$ cat src/rtl/adder_pkg.sv
// Shared constants for the adder datapath leaf.
package adder_pkg;

  // Default operand width; instances override it through the WIDTH parameter.
  localparam int unsigned ADDER_DEFAULT_WIDTH = 8;

endpackage : adder_pkg

$ cat src/rtl/adder_full_adder_cell.sv
// One-bit full adder: the single stage of the ripple-carry chain.
// Ports:
//   a, b : operand bits
//   ci   : carry into this stage
//   s    : sum bit
//   co   : carry out of this stage
module full_adder_cell (
  input  logic a,
  input  logic b,
  input  logic ci,
  output logic s,
  output logic co
);

  logic p;

  // Propagate term shared by the sum and the carry.
  assign p  = a ^ b;
  assign s  = p ^ ci;
  assign co = (a & b) | (ci & p);

endmodule : full_adder_cell

$ cat src/rtl/adder.sv
// Parameterised ripple-carry adder with a combinational result and a
// one-cycle registered copy carrying carry, signed-overflow and zero flags.
// Ports:
//   clk       : rising-edge clock
//   reset_n   : asynchronous active-low reset (registered path only)
//   a, b      : operands, unsigned or two's complement
//   cin       : carry-in
//   in_valid  : qualifies a/b/cin for the registered path
//   s, cout   : combinational sum and carry-out, independent of clk/reset
//   s_q       : registered sum
//   cout_q    : registered carry-out
//   ovf_q     : registered signed overflow
//   zero_q    : registered flag, s_q equals zero
//   out_valid : registered path holds a result loaded on the previous edge
module adder
  import adder_pkg::*;
#(
  parameter int unsigned WIDTH = ADDER_DEFAULT_WIDTH
) (
  input  logic             clk,
  input  logic             reset_n,
  input  logic [WIDTH-1:0] a,
  input  logic [WIDTH-1:0] b,
  input  logic             cin,
  input  logic             in_valid,
  output logic [WIDTH-1:0] s,
  output logic             cout,
  output logic [WIDTH-1:0] s_q,
  output logic             cout_q,
  output logic             ovf_q,
  output logic             zero_q,
  output logic             out_valid
);

  // c[i] is the carry into bit i; c[WIDTH] is the carry-out.
  logic [WIDTH:0] c;
  logic           ovf;
  logic           zero;

  assign c[0] = cin;

  // Ripple chain of full-adder cells.
  for (genvar i = 0; i < WIDTH; i++) begin : g_cell
    full_adder_cell u_fa (
      .a  (a[i]),
      .b  (b[i]),
      .ci (c[i]),
      .s  (s[i]),
      .co (c[i+1])
    );
  end

  assign cout = c[WIDTH];

  // Signed overflow: carry into the sign bit differs from carry out of it.
  assign ovf  = c[WIDTH] ^ c[WIDTH-1];
  assign zero = (s == WIDTH'(0));

  // Result register: loads only on qualified cycles, valid tracks in_valid.
  always_ff @(posedge clk or negedge reset_n) begin
    if (!reset_n) begin
      s_q       <= WIDTH'(0);
      cout_q    <= 1'b0;
      ovf_q     <= 1'b0;
      zero_q    <= 1'b1;
      out_valid <= 1'b0;
    end else begin
      out_valid <= in_valid;
      if (in_valid) begin
        s_q    <= s;
        cout_q <= cout;
        ovf_q  <= ovf;
        zero_q <= zero;
      end
    end
  end

endmodule : adder

$ cat config.mk
export PLATFORM = sky130hd
export DESIGN_NAME = adder
export DESIGN_NICKNAME = d
export VERILOG_FILES = /design/src/rtl/adder_pkg.sv /design/src/rtl/adder_full_adder_cell.sv /design/src/rtl/adder.sv
export SDC_FILE = /design/constraint.sdc
export NUM_CORES = 1
export LEC_CHECK = 0
export ABC_AREA = 1
export BUFFER_PORTS_ARGS = -buffer_cell sky130_fd_sc_hd__buf_2
export CORE_AREA = 2 2 47 49
export CTS_CLUSTER_DIAMETER = 150
export DETAILED_ROUTE_END_ITERATION = 7
export DIE_AREA = 0 0 49 51
export PLACE_DENSITY = 0.75
export SLEW_MARGIN = 20
export SYNTH_ARGS = -nofsm -noshare
export SYNTH_HDL_FRONTEND = slang
export SYNTH_HIERARCHICAL = 1
export SYNTH_SLANG_ARGS = --single-unit
export TNS_END_PERCENT = 10
$ cat constraint.sdc
create_clock -name clk -period 3.9 [get_ports clk]
set_clock_uncertainty 0.2 [all_clocks]
set_input_delay 0.39 -clock clk [delete_from_list [all_inputs] [get_ports clk]]
set_output_delay 0.39 -clock clk [all_outputs]
set_load 0.01 [all_outputs]
After elaboration in Yosys (flattened, before gate mapping)
Cells that the tools add are included.

cells by class
  bitwise operators = 41
  reductions and logical operators = 1

operators with widths
  kind               number
  1-bit XOR          17
  1-bit bitwise AND  16
  8-bit logical NOT  1
  1-bit OR           8

word-level totals
  bits in registers = 12
  input port bits = 20
  output and inout port bits = 21
  logic and storage cells = 47

Depth between registers and ports, before layout
Gate-level depths: netlist of run 1.

  depth after elaboration = 18
  mapped depth = 13

By module
The synthesis of run 1 kept the hierarchy.

by module, submodules not included
  module           instances  cells an instance  area each (µm²)
  adder            1          54                 525.5
  full_adder_cell  8          1                  20.0

Least setup slack after synthesis of run 1
No wires, ideal clock.

  path type = in2out
  start point = input a[0]
  end point = output s[7]
  data arrival time = 3.680 ns
  setup slack = -0.370 ns
  stages on the path = 8
  buffers on the path = 0
  path through = fa_1 fa_1 fa_1 fa_1 fa_1 fa_1 fa_1 fa_1

between the ends
  longest elaborated chain between the ends = 16
  elaborated cells on any way between the ends = 17
  those cells by class = bitwise (17)

RTL lines
  item                 RTL line                     RTL
  start, declared      adder.sv:22                  input logic [WIDTH-1:0] a,
  1-bit XOR            adder_full_adder_cell.sv:18  assign p = a ^ b;
  1-bit bitwise AND    adder_full_adder_cell.sv:20  assign co = (a & b) | (ci & p);
  1-bit OR *           adder_full_adder_cell.sv:20
  1-bit bitwise AND *  adder_full_adder_cell.sv:20
  1-bit OR *           adder_full_adder_cell.sv:20
  named net c[2]       adder.sv:36                  logic [WIDTH:0] c;
  1-bit bitwise AND *  adder_full_adder_cell.sv:20
  1-bit OR *           adder_full_adder_cell.sv:20
  named net c[3]       adder.sv:36
  [... 2 more ...]     n/a
  named net c[4]       adder.sv:36
  [... 2 more ...]     n/a
  named net c[5]       adder.sv:36
  1-bit bitwise AND *  adder_full_adder_cell.sv:20
  1-bit OR *           adder_full_adder_cell.sv:20
  named net c[6]       adder.sv:36
  1-bit bitwise AND *  adder_full_adder_cell.sv:20
  1-bit OR *           adder_full_adder_cell.sv:20
  named net c[7]       adder.sv:36
  1-bit XOR *          adder_full_adder_cell.sv:19  assign s = p ^ ci;
  end, declared        adder.sv:26                  output logic [WIDTH-1:0] s,

Mark *: on every way through the listed nets, which the timed path passes. The rest lies on a longest branch.

Worst setup path in the final report of run 1
  start point = input a[0]
  end point = output s[7]

between the ends
  longest elaborated chain between the ends = 16
  elaborated cells on any way between the ends = 17
  those cells by class = bitwise (17)

RTL lines
  item                 RTL line
  1-bit XOR            adder_full_adder_cell.sv:18
  1-bit bitwise AND    adder_full_adder_cell.sv:20
  1-bit OR *           adder_full_adder_cell.sv:20
  named net c[1]       adder.sv:36
  1-bit bitwise AND *  adder_full_adder_cell.sv:20
  1-bit OR *           adder_full_adder_cell.sv:20
  named net c[2]       adder.sv:36
  1-bit bitwise AND *  adder_full_adder_cell.sv:20
  [... 1 more ...]     n/a
  named net c[3]       adder.sv:36
  [... 2 more ...]     n/a
  named net c[4]       adder.sv:36
  [... 2 more ...]     n/a
  named net c[5]       adder.sv:36
  1-bit bitwise AND *  adder_full_adder_cell.sv:20
  1-bit OR *           adder_full_adder_cell.sv:20
  named net c[6]       adder.sv:36
  1-bit bitwise AND *  adder_full_adder_cell.sv:20
  1-bit OR *           adder_full_adder_cell.sv:20
  named net c[7]       adder.sv:36
  1-bit XOR *          adder_full_adder_cell.sv:19

Marks and branches as above.

==> flow_metrics.env, run 1 <==
export IMPL_firstDrtPassIters=2
export IMPL_grtUsageTotal_pct=13.2
export IMPL_cp_end_kind="primary output"
export IMPL_nNetsFinal=137
export IMPL_die_x_um=49
export IMPL_crit_slowest_cell="fa_1"
export IMPL_setup_viol=2
export IMPL_yosys_area_top_type_share_pct=40.1
export IMPL_cp_cell_sequence="buf_6 > fa_2 > fa_2 > fa_2 > fa_2 > fa_2 > fa_2 > fa_2 > fa_1 > buf_2"
export IMPL_grt_pass1_wl_um=2440
export IMPL_failed_checks="setup timing"
export IMPL_finalHoldViolCount=0
export IMPL_regArea_um2=302
export IMPL_drv_slew=0
export IMPL_slowest_delay_ns=0.51
export IMPL_clk_pin_slew_ns=0.08
export IMPL_worstHoldStart="in_valid"
export IMPL_setup_ws_ns=-0.340
export IMPL_cp_arrival_ns=3.65
export IMPL_antenna_found_initial=0
export IMPL_num_rows=17
export IMPL_final_antenna_net_count=0
export IMPL_via_count=570
export IMPL_wl_per_cell_um=10.4
export IMPL_num_antenna_cells=0
export IMPL_fin_util_pct=47.8
export IMPL_grt_overflow_total=0
export IMPL_drv_cap=0
export IMPL_drc_errors=0
export IMPL_synthTopCellsByArea="dfrtp_1 40%, fa_1 23%, o21ai_2 11%"
export IMPL_yosys_area_top_type="dfrtp_1"
export IMPL_drtIter0Drc=3
export IMPL_synth_warnings=6
export IMPL_power_mw=0.382
export IMPL_cp_data_required_time_ns=3.31
export IMPL_cts_buffers=3
export IMPL_yosysUniqueCellTypes=11
export IMPL_clock_latency_ns=0.27
export IMPL_slew_headroom_pct=74.3
export IMPL_cts_max_level=1
export IMPL_initial_core_util_pct=33.2
export IMPL_critPathKind="in -> out"
export IMPL_irDropWorstVdd_mv=0.142
export IMPL_final_cells=136
export IMPL_synth_net_count=90
export IMPL_fin_hold_ws_ns=0.0700
export IMPL_rsz0062_at_grt="true"
export IMPL_num_io_pins=41
export IMPL_via_per_inst=4.19
export IMPL_die_area_um2=2500
export IMPL_crit_fanout=2
export IMPL_power_density_nw_per_um2=387
export IMPL_syn_to_final_growth_pct=44.0
export IMPL_synth_seq_area_share_pct=44.0
export IMPL_core_area_um2=2060
export IMPL_min_path_type="in -> reg"
export IMPL_drive_above_1_share_pct=59.3
export IMPL_dp_cells=130
export IMPL_worst_pin_slew_ns=0.385
export IMPL_crit_top_cell="fa_2"
export IMPL_die_y_um=51
export IMPL_final_cell_mix="38 x buf_2, 18 x nand2_1, 11 x dfrtp_1"
export IMPL_filler_cell_count=215
export IMPL_final_common_cell="buf_2"
export IMPL_clock_sinks=12
export IMPL_numPortBuffers=40
export IMPL_syn_inst=62
export IMPL_holdPathEnd="out_valid$_DFF_PN0_"
export IMPL_fin_crit_sh_pct=109
export IMPL_multi_input_comb_area_um2=345
export IMPL_root_buffer="clkbuf_4"
export IMPL_syn_avg_cell_area_um2=11.1
export IMPL_worst_setup_path_start_kind="input pin"
export IMPL_first_global_vias=593
export IMPL_fin_tns_setup_ns=-0.605
export IMPL_post_route_min_period_ns=4.24
export IMPL_grt_max_degree=21
export IMPL_ys_ff_latch=12
export IMPL_fmax_mhz=236
export IMPL_reg2reg_depth=2
export IMPL_cts_tree="built"
export IMPL_cts_path_max_buffers=2
export IMPL_gp_congestion=0.739
export IMPL_reg2reg_from="zero_q$_DFFE_PN1P_"
export IMPL_holdPathStages=1
export IMPL_reg2reg_slack_ns=2.98
export IMPL_outcome="finished with violations"
export IMPL_rr_endpoint="zero_q$_DFFE_PN1P_"
export IMPL_p_leak_nw=0.515
export IMPL_wl_um=1420
export IMPL_post_dp_hpwl_um=1180
export IMPL_netlist_area_um2=686
-- cells in the mapped netlist --
cell type / n
nand2_1: 18
dfrtp_1: 11
o21ai_2: 9
fa_1: 8
inv_1: 8
buf_6: 2
nor2_1: 2
dfstp_2: 1
inv_2: 1
nand3_1: 1
xnor2_1: 1
-- layer usage --
layer / wire (µm) / vias up / share of wire (%) / global-route usage [%]
li1: - / 280 / - / -
met1: 600 / 259 / 42 / 15.5
met2: 702 / 29 / 49 / 21.7
met3: 101 / 2 / 7.1 / 3.22
met4: 15 / 0 / 1.1 / 8.57
met5: 0 / - / 0 / 0
-- worst max-delay path by stage --
stage               startpoint   end  slack, ns
finish                    a[0]  s[7]      -0.34
global route              a[0]  s[7]      -0.43
CTS                       a[0]  s[7]      -0.35
detailed placement        a[0]  s[7]      -0.46
global placement          a[0]  s[7]      -0.42
floorplan                 a[0]  s[7]      -0.18
-- final cells by class --
cell class / instances / share of cell area [%]
Clock buffer: 4 / 2.66
Inverter: 9 / 3.42
Multi-Input combinational cell: 39 / 35.0
Sequential cell: 12 / 30.5
Tap cell: 28 / 3.55
Timing Repair Buffer: 44 / 24.8
-- flip-flops by register name (all words and copies together) (netlist names) --
signal     cells
cout_q         1
ovf_q          1
out_valid      1
s_q            8
zero_q         1
-- where the power goes --
part           internal, mW  leakage, nW  switching (mW)  total (mW)
sequential            0.143        0.144         0.00931       0.152
clock                0.0396       0.0150          0.0410      0.0806
combinational        0.0694        0.356          0.0799       0.149
total                 0.252        0.515           0.130       0.382
-- worst max-delay path: cells and delay by family --
kind / cells / cell delay [ns]
buffers and inverters: 2 / 0.22
adders and majority gates: 8 / 3.04
-- repair_timing --
action,CTS,global route
endpoints found under the hold margin,11,0
buffers inserted,1,0
hold buffers,1,0
gates resized for setup,2,1
setup endpoints to repair,5,5
pin swaps,3,0
-- kinds of logic (layout without fill, tap and decap cells) --
kind of cell | Yosys count | count (layout) | synth area share [%]
DFF | 12 | 12 | 44.0
xor gates and xnor gates | 1 | 1 | 1.28
AOI/OAI and AO/OA | 9 | 9 | 11.5
buffers and inverters | 11 | 57 | 8.21
and+or+nand+nor | 21 | 21 | 11.7
adders and majority gates | 8 | 8 | 23.4
-- through the flow --
stage          area (µm²)  worst slack (ns)
2_1_floorplan         701            -0.175
3_3_place_gp          928            -0.420
3_5_place_dp          928            -0.460
4_1_cts               981            -0.355
5_1_grt               987            -0.432
6_report              987            -0.340
Note: power is estimated with default switching activity, not from simulation.
==> run 2, diff against run 1 <==
--- a/constraint.sdc
+++ b/constraint.sdc
@@ -4,2 +4,2 @@
 set_output_delay 0.39 -clock clk [all_outputs]
-set_load 0.01 [all_outputs]
+set_load 0.005 [all_outputs]
==> flow_metrics.env, run 2 (synthesis gave the netlist of run 1 again) <==
export IMPL_clock_latency_ns=0.27
export IMPL_wl_per_cell_um=10.4
export IMPL_cts_path_max_buffers=2
export IMPL_critPathKind="in -> out"
export IMPL_fin_crit_sh_pct=108
export IMPL_via_per_inst=4.18
export IMPL_irDropWorstVdd_mv=0.138
export IMPL_root_buffer="clkbuf_4"
export IMPL_power_mw=0.364
export IMPL_outcome="finished with violations"
export IMPL_firstDrtPassIters=2
export IMPL_finalHoldViolCount=0
export IMPL_die_y_um=51
export IMPL_clock_sinks=12
export IMPL_grt_max_degree=21
export IMPL_grtUsageTotal_pct=13.2
export IMPL_largest_register_ffs=8
export IMPL_rsz0062_at_grt="true"
export IMPL_num_rows=17
export IMPL_crit_top_cell="fa_2"
export IMPL_grt_pass1_wl_um=2440
export IMPL_worstHoldStart="in_valid"
export IMPL_fin_tns_setup_ns=-0.575
export IMPL_p_leak_nw=0.512
export IMPL_worst_setup_path_start_kind="input pin"
export IMPL_setup_viol=2
export IMPL_drtIter0Drc=3
export IMPL_numPortBuffers=40
export IMPL_core_area_um2=2060
export IMPL_worstSetupPathDepth=10
export IMPL_max_flop_register="s_q"
export IMPL_die_area_um2=2500
export IMPL_cp_data_required_time_ns=3.31
export IMPL_cp_cell_sequence="buf_6 > fa_2 > fa_2 > fa_2 > fa_2 > fa_2 > fa_2 > fa_2 > fa_1 > buf_2"
export IMPL_drive_above_1_share_pct=59.3
export IMPL_crit_family="adder cells"
export IMPL_holdPathStages=1
export IMPL_fmax_mhz=237
export IMPL_wl_um=1420
export IMPL_holdPathEnd="out_valid$_DFF_PN0_"
export IMPL_reg2reg_slack_ns=2.98
export IMPL_setup_ws_ns=-0.323
export IMPL_crit_fanout=2
export IMPL_num_io_pins=41
export IMPL_cp_arrival_ns=3.63
export IMPL_syn_to_final_growth_pct=43.1
export IMPL_cp_end_kind="primary output"
export IMPL_final_common_cell="buf_2"
export IMPL_failed_checks="setup timing"
export IMPL_nNetsFinal=137
export IMPL_drv_slew=0
export IMPL_power_density_nw_per_um2=371
export IMPL_cts_tree="built"
export IMPL_min_path_type="in -> reg"
export IMPL_drc_errors=0
export IMPL_gp_congestion=0.739
export IMPL_num_antenna_cells=0
export IMPL_die_x_um=49
export IMPL_final_cell_mix="39 x buf_2, 18 x nand2_1, 11 x dfrtp_1"
export IMPL_post_dp_hpwl_um=1180
export IMPL_cts_buffers=3
export IMPL_drv_cap=0
export IMPL_pre_cts_ws_ns=-0.442
export IMPL_first_global_vias=593
export IMPL_final_antenna_net_count=0
export IMPL_grt_overflow_total=0
export IMPL_clk_pin_slew_ns=0.08
export IMPL_post_route_min_period_ns=4.22
export IMPL_slowest_delay_ns=0.51
export IMPL_cts_max_level=1
export IMPL_reg2reg_from="zero_q$_DFFE_PN1P_"
export IMPL_reg2reg_depth=2
export IMPL_rr_endpoint="zero_q$_DFFE_PN1P_"
export IMPL_worst_path_buf_inv=2
export IMPL_antenna_found_initial=0
export IMPL_via_count=568
export IMPL_worst_pin_slew_ns=0.385
export IMPL_slew_headroom_pct=74.3
export IMPL_initial_core_util_pct=33.2
export IMPL_crit_slowest_cell="fa_1"
-- run 2: cell types whose count changed in the layout (fill, tap and decap cells not counted) --
cell,delta
buf_6,-1
buf_2,+1
-- run 2: through the flow --
step	hold WS [ns]	cell area (µm²)	instances	utilization [%]
3_5_place_dp	0.0792	928	130	45.0
4_1_cts	0.0573	981	136	47.5
5_1_grt	0.0550	981	136	47.5
6_report	0.0700	981	136	47.5
3_3_place_gp	0.0714	928	130	45.0
2_1_floorplan	-0.106	701	62	-
-- run 2: area by class of cell --
cell class,count,area [µm²]
fillers,216,1080
multi-input cells,39,345
flip-flops and latches,12,302
repair buffers,44,239
well taps,28,35.0
inverters,9,33.8
clock buffers,4,26.3
-- run 2: timing repair --
item,4_1_cts,5_1_grt
resized for setup,2,0
setup endpoints to repair,5,5
hold endpoints to repair,11,0
hold buffers,1,0
pin swaps,3,0
buffers inserted,1,0
-- run 2: worst max-delay path by stage --
stage	start	endpoint	slack (ns)
final	a[0]	s[7]	-0.32
after global routing	a[0]	s[7]	-0.41
after CTS	a[0]	s[7]	-0.34
after detailed placement	a[0]	s[7]	-0.44
after global placement	a[0]	s[7]	-0.40
after floorplan	a[0]	s[7]	-0.14
-- run 2: power breakdown --
part / internal [mW] / switching (mW) / total, mW / leakage, nW
Sequential: 0.143 / 0.00932 / 0.152 / 0.144
Combinational: 0.0660 / 0.0654 / 0.131 / 0.354
Clock: 0.0396 / 0.0408 / 0.0804 / 0.0150
-- run 2: metal layers --
layer	vias to the layer above	global-route usage, %	share of wire (%)
met5	-	0	0
met4	0	8.57	1.1
met2	29	21.7	49
met3	2	3.22	7.1
met1	258	15.5	42
li1	279	-	-
==> run 3, diff against run 2 <==
PLACE_DENSITY = 0.79   (was 0.75)
SYNTH_HIERARCHICAL = unset   (was 1)
==> flow_metrics.env, run 3 <==
export IMPL_netlist_area_um2=751
export IMPL_synth_seq_area_share_pct=40.2
export IMPL_p_seq_share_pct=41.9
export IMPL_holdPathEnd="out_valid$_DFF_PN0_"
export IMPL_synth_most_common_cell="nand2_1"
export IMPL_core_area_um2=2060
export IMPL_cts_tree="built"
export IMPL_final_cells=147
export IMPL_power_density_nw_per_um2=365
export IMPL_largest_register_ffs=8
export IMPL_p_clk_share_pct=21.6
export IMPL_post_route_min_period_ns=4.01
export IMPL_ys_ff_latch=12
export IMPL_fmax_mhz=249
export IMPL_grtUsageTotal_pct=13.6
export IMPL_cp_end_kind="primary output"
export IMPL_cts_max_level=1
export IMPL_grt_max_degree=16
export IMPL_initial_core_util_pct=36.4
export IMPL_final_antenna_net_count=0
export IMPL_fin_tns_setup_ns=-0.109
export IMPL_rsz0062_at_grt="true"
export IMPL_synth_common_cells="20 x nand2_1, 16 x inv_1, 11 x dfrtp_1, 8 x buf_4, 8 x fa_1"
export IMPL_antenna_found_initial=0
export IMPL_intPower_mw=0.250
export IMPL_syn_inst=79
export IMPL_die_x_um=49
export IMPL_crit_fanout=2
export IMPL_root_buffer="clkbuf_4"
export IMPL_async_flop_share_pct=100
export IMPL_max_flop_register="s_q"
export IMPL_setup_viol=1
export IMPL_finalHoldViolCount=0
export IMPL_drc_errors=0
export IMPL_failed_checks="setup timing"
export IMPL_dp_cells=140
export IMPL_syn_avg_cell_area_um2=9.50
export IMPL_clk_pin_slew_ns=0.07
export IMPL_drv_cap=0
export IMPL_setup_ws_ns=-0.109
export IMPL_reg2reg_from="zero_q$_DFFE_PN1P_"
export IMPL_synth_net_count=107
export IMPL_clock_sinks=12
export IMPL_synthTopCellsByArea="dfrtp_1 37%, fa_1 21%, nand2_1 10%"
export IMPL_p_sw_share_pct=31.1
export IMPL_irDropWorstVdd_mv=0.209
export IMPL_holdPathStages=1
export IMPL_synth_edf_count=0
export IMPL_wl_per_cell_um=10.0
export IMPL_cp_arrival_ns=3.42
export IMPL_syn_to_final_growth_pct=32.3
export IMPL_yosys_area_top_type="dfrtp_1"
export IMPL_cts_path_max_buffers=2
export IMPL_worstHoldStart="in_valid"
export IMPL_gp_congestion=0.683
export IMPL_cts_buffers=3
export IMPL_slew_headroom_pct=81.8
export IMPL_die_area_um2=2500
export IMPL_worst_pin_slew_ns=0.273
export IMPL_nNetsFinal=148
export IMPL_pwr_share_comb_pct=36.5
export IMPL_reg2reg_depth=2
export IMPL_grt_overflow_total=0
export IMPL_p_leak_nw=0.558
export IMPL_switchingPower_mw=0.113
export IMPL_via_count=608
export IMPL_drtIter0Drc=12
export IMPL_num_io_pins=41
export IMPL_fin_crit_sh_pct=103
export IMPL_drv_slew=0
export IMPL_grt_pass1_wl_um=2530
export IMPL_worst_setup_path_start_kind="input pin"
export IMPL_outcome="finished with violations"
export IMPL_cp_data_required_time_ns=3.31
export IMPL_first_global_vias=648
export IMPL_post_dp_hpwl_um=1240
export IMPL_num_antenna_cells=0
export IMPL_via_per_inst=4.14
export IMPL_clock_latency_ns=0.27
export IMPL_wl_um=1480
export IMPL_synth_top_flop_cell="dfrtp_1"
export IMPL_firstDrtPassIters=4
export IMPL_min_path_type="in -> reg"
export IMPL_num_rows=17
export IMPL_yosysUniqueCellTypes=13
export IMPL_rr_endpoint="zero_q$_DFFE_PN1P_"
export IMPL_die_y_um=51
export IMPL_yosys_area_top_type_share_pct=36.7
export IMPL_final_common_cell="buf_2"
export IMPL_reg2reg_slack_ns=2.99
export IMPL_drive_above_1_share_pct=52.9
export IMPL_synth_warnings=0
export IMPL_fin_util_pct=48.2
export IMPL_numPortBuffers=40
export IMPL_final_cell_mix="40 x buf_2, 20 x nand2_1, 12 x inv_1"
export IMPL_critPathKind="in -> out"
## run 3: cell count changes in the layout (fill, tap and decap cells not counted), sizes merged
cell / before / now
inv: 9 / 17
o21ai: 9 / 5
nor2: 2 / 5
nand2: 18 / 20
a31oi: 0 / 1
buf: 43 / 44
nor3: 0 / 1
xnor2: 1 / 0
## run 3: worst max-delay path by stage
| stage | from | end | slack, ns | cells after the start |
|---|---|---|---|---|
| 6_report | a[0] | s[7] | -0.11 | 16 |
| 5_1_grt | a[0] | s[7] | -0.25 | 16 |
| 3_5_place_dp | a[0] | s[7] | -0.22 | 16 |
| 2_1_floorplan | a[0] | s[7] | -0.006 | 15 |
| 3_3_place_gp | a[0] | s[7] | -0.15 | 16 |
| 4_1_cts | a[0] | s[7] | -0.13 | 16 |
## run 3: power groups by stage
stage / clock network [mW] / logic (mW) / registers (mW)
global placement: 0 / 0.123 / 0.154
detailed placement: 0 / 0.128 / 0.154
finish: 0.0782 / 0.132 / 0.152
CTS: 0.0806 / 0.133 / 0.152
floorplan: 0 / 0.0834 / 0.156
global route: 0.0893 / 0.149 / 0.155
## run 3: area by class of cell
class | count | area (µm²)
Clock buffer | 4 | 26.3
Fill cell | 218 | 1070
Inverter | 17 | 63.8
Multi-Input combinational cell | 41 | 327
Sequential cell | 12 | 302
Tap cell | 28 | 35.0
Timing Repair Buffer | 45 | 240
## run 3: worst max-delay path, stage by stage
cell   delay (ns)
buf_2        0.10
inv_2        0.05
fa_1         0.15
inv_1        0.05
fa_2         0.33
fa_2         0.34
fa_2         0.34
inv_2        0.06
fa_1         0.15
inv_1        0.06
fa_2         0.34
fa_2         0.38
inv_2        0.08
fa_1         0.43
inv_1        0.06
buf_2        0.10
## run 3: through the flow
step / power [mW] / worst slack [ns] / hold WS [ns] / cell area, µm²
after floorplan: 0.239 / -0.00615 / -0.106 / 761
after global placement: 0.277 / -0.153 / 0.0725 / 940
after detailed placement: 0.282 / -0.219 / 0.0794 / 940
after CTS: 0.366 / -0.127 / 0.133 / 986
after global routing: 0.393 / -0.250 / 0.132 / 993
final: 0.362 / -0.109 / 0.143 / 993
## run 3: timing repair
action,CTS,global route
cloned,0,0
hold buffers,1,0
endpoints found under the setup margin,1,3
hold endpoints to repair,11,0
pin swaps,2,2
gates resized for setup,1,3
setup buffers,1,1
## run 3: routing by layer
metal | GRT usage [%] | wire, µm | vias up
met5 | 0 | 0 | -
met4 | 7.14 | 13 | 0
met3 | 4.39 | 103 | 2
met2 | 22.8 | 766 | 23
met1 | 15.7 | 592 | 281
li1 | - | - | 302
## run 3: cells by family after synthesis
kind of cell,after synthesis,synth area share (%)
compound gates,6,6.67
fa+ha+maj,8,21.3
buf+inv,26,18.0
flops,12,40.2
simple gates,27,13.8
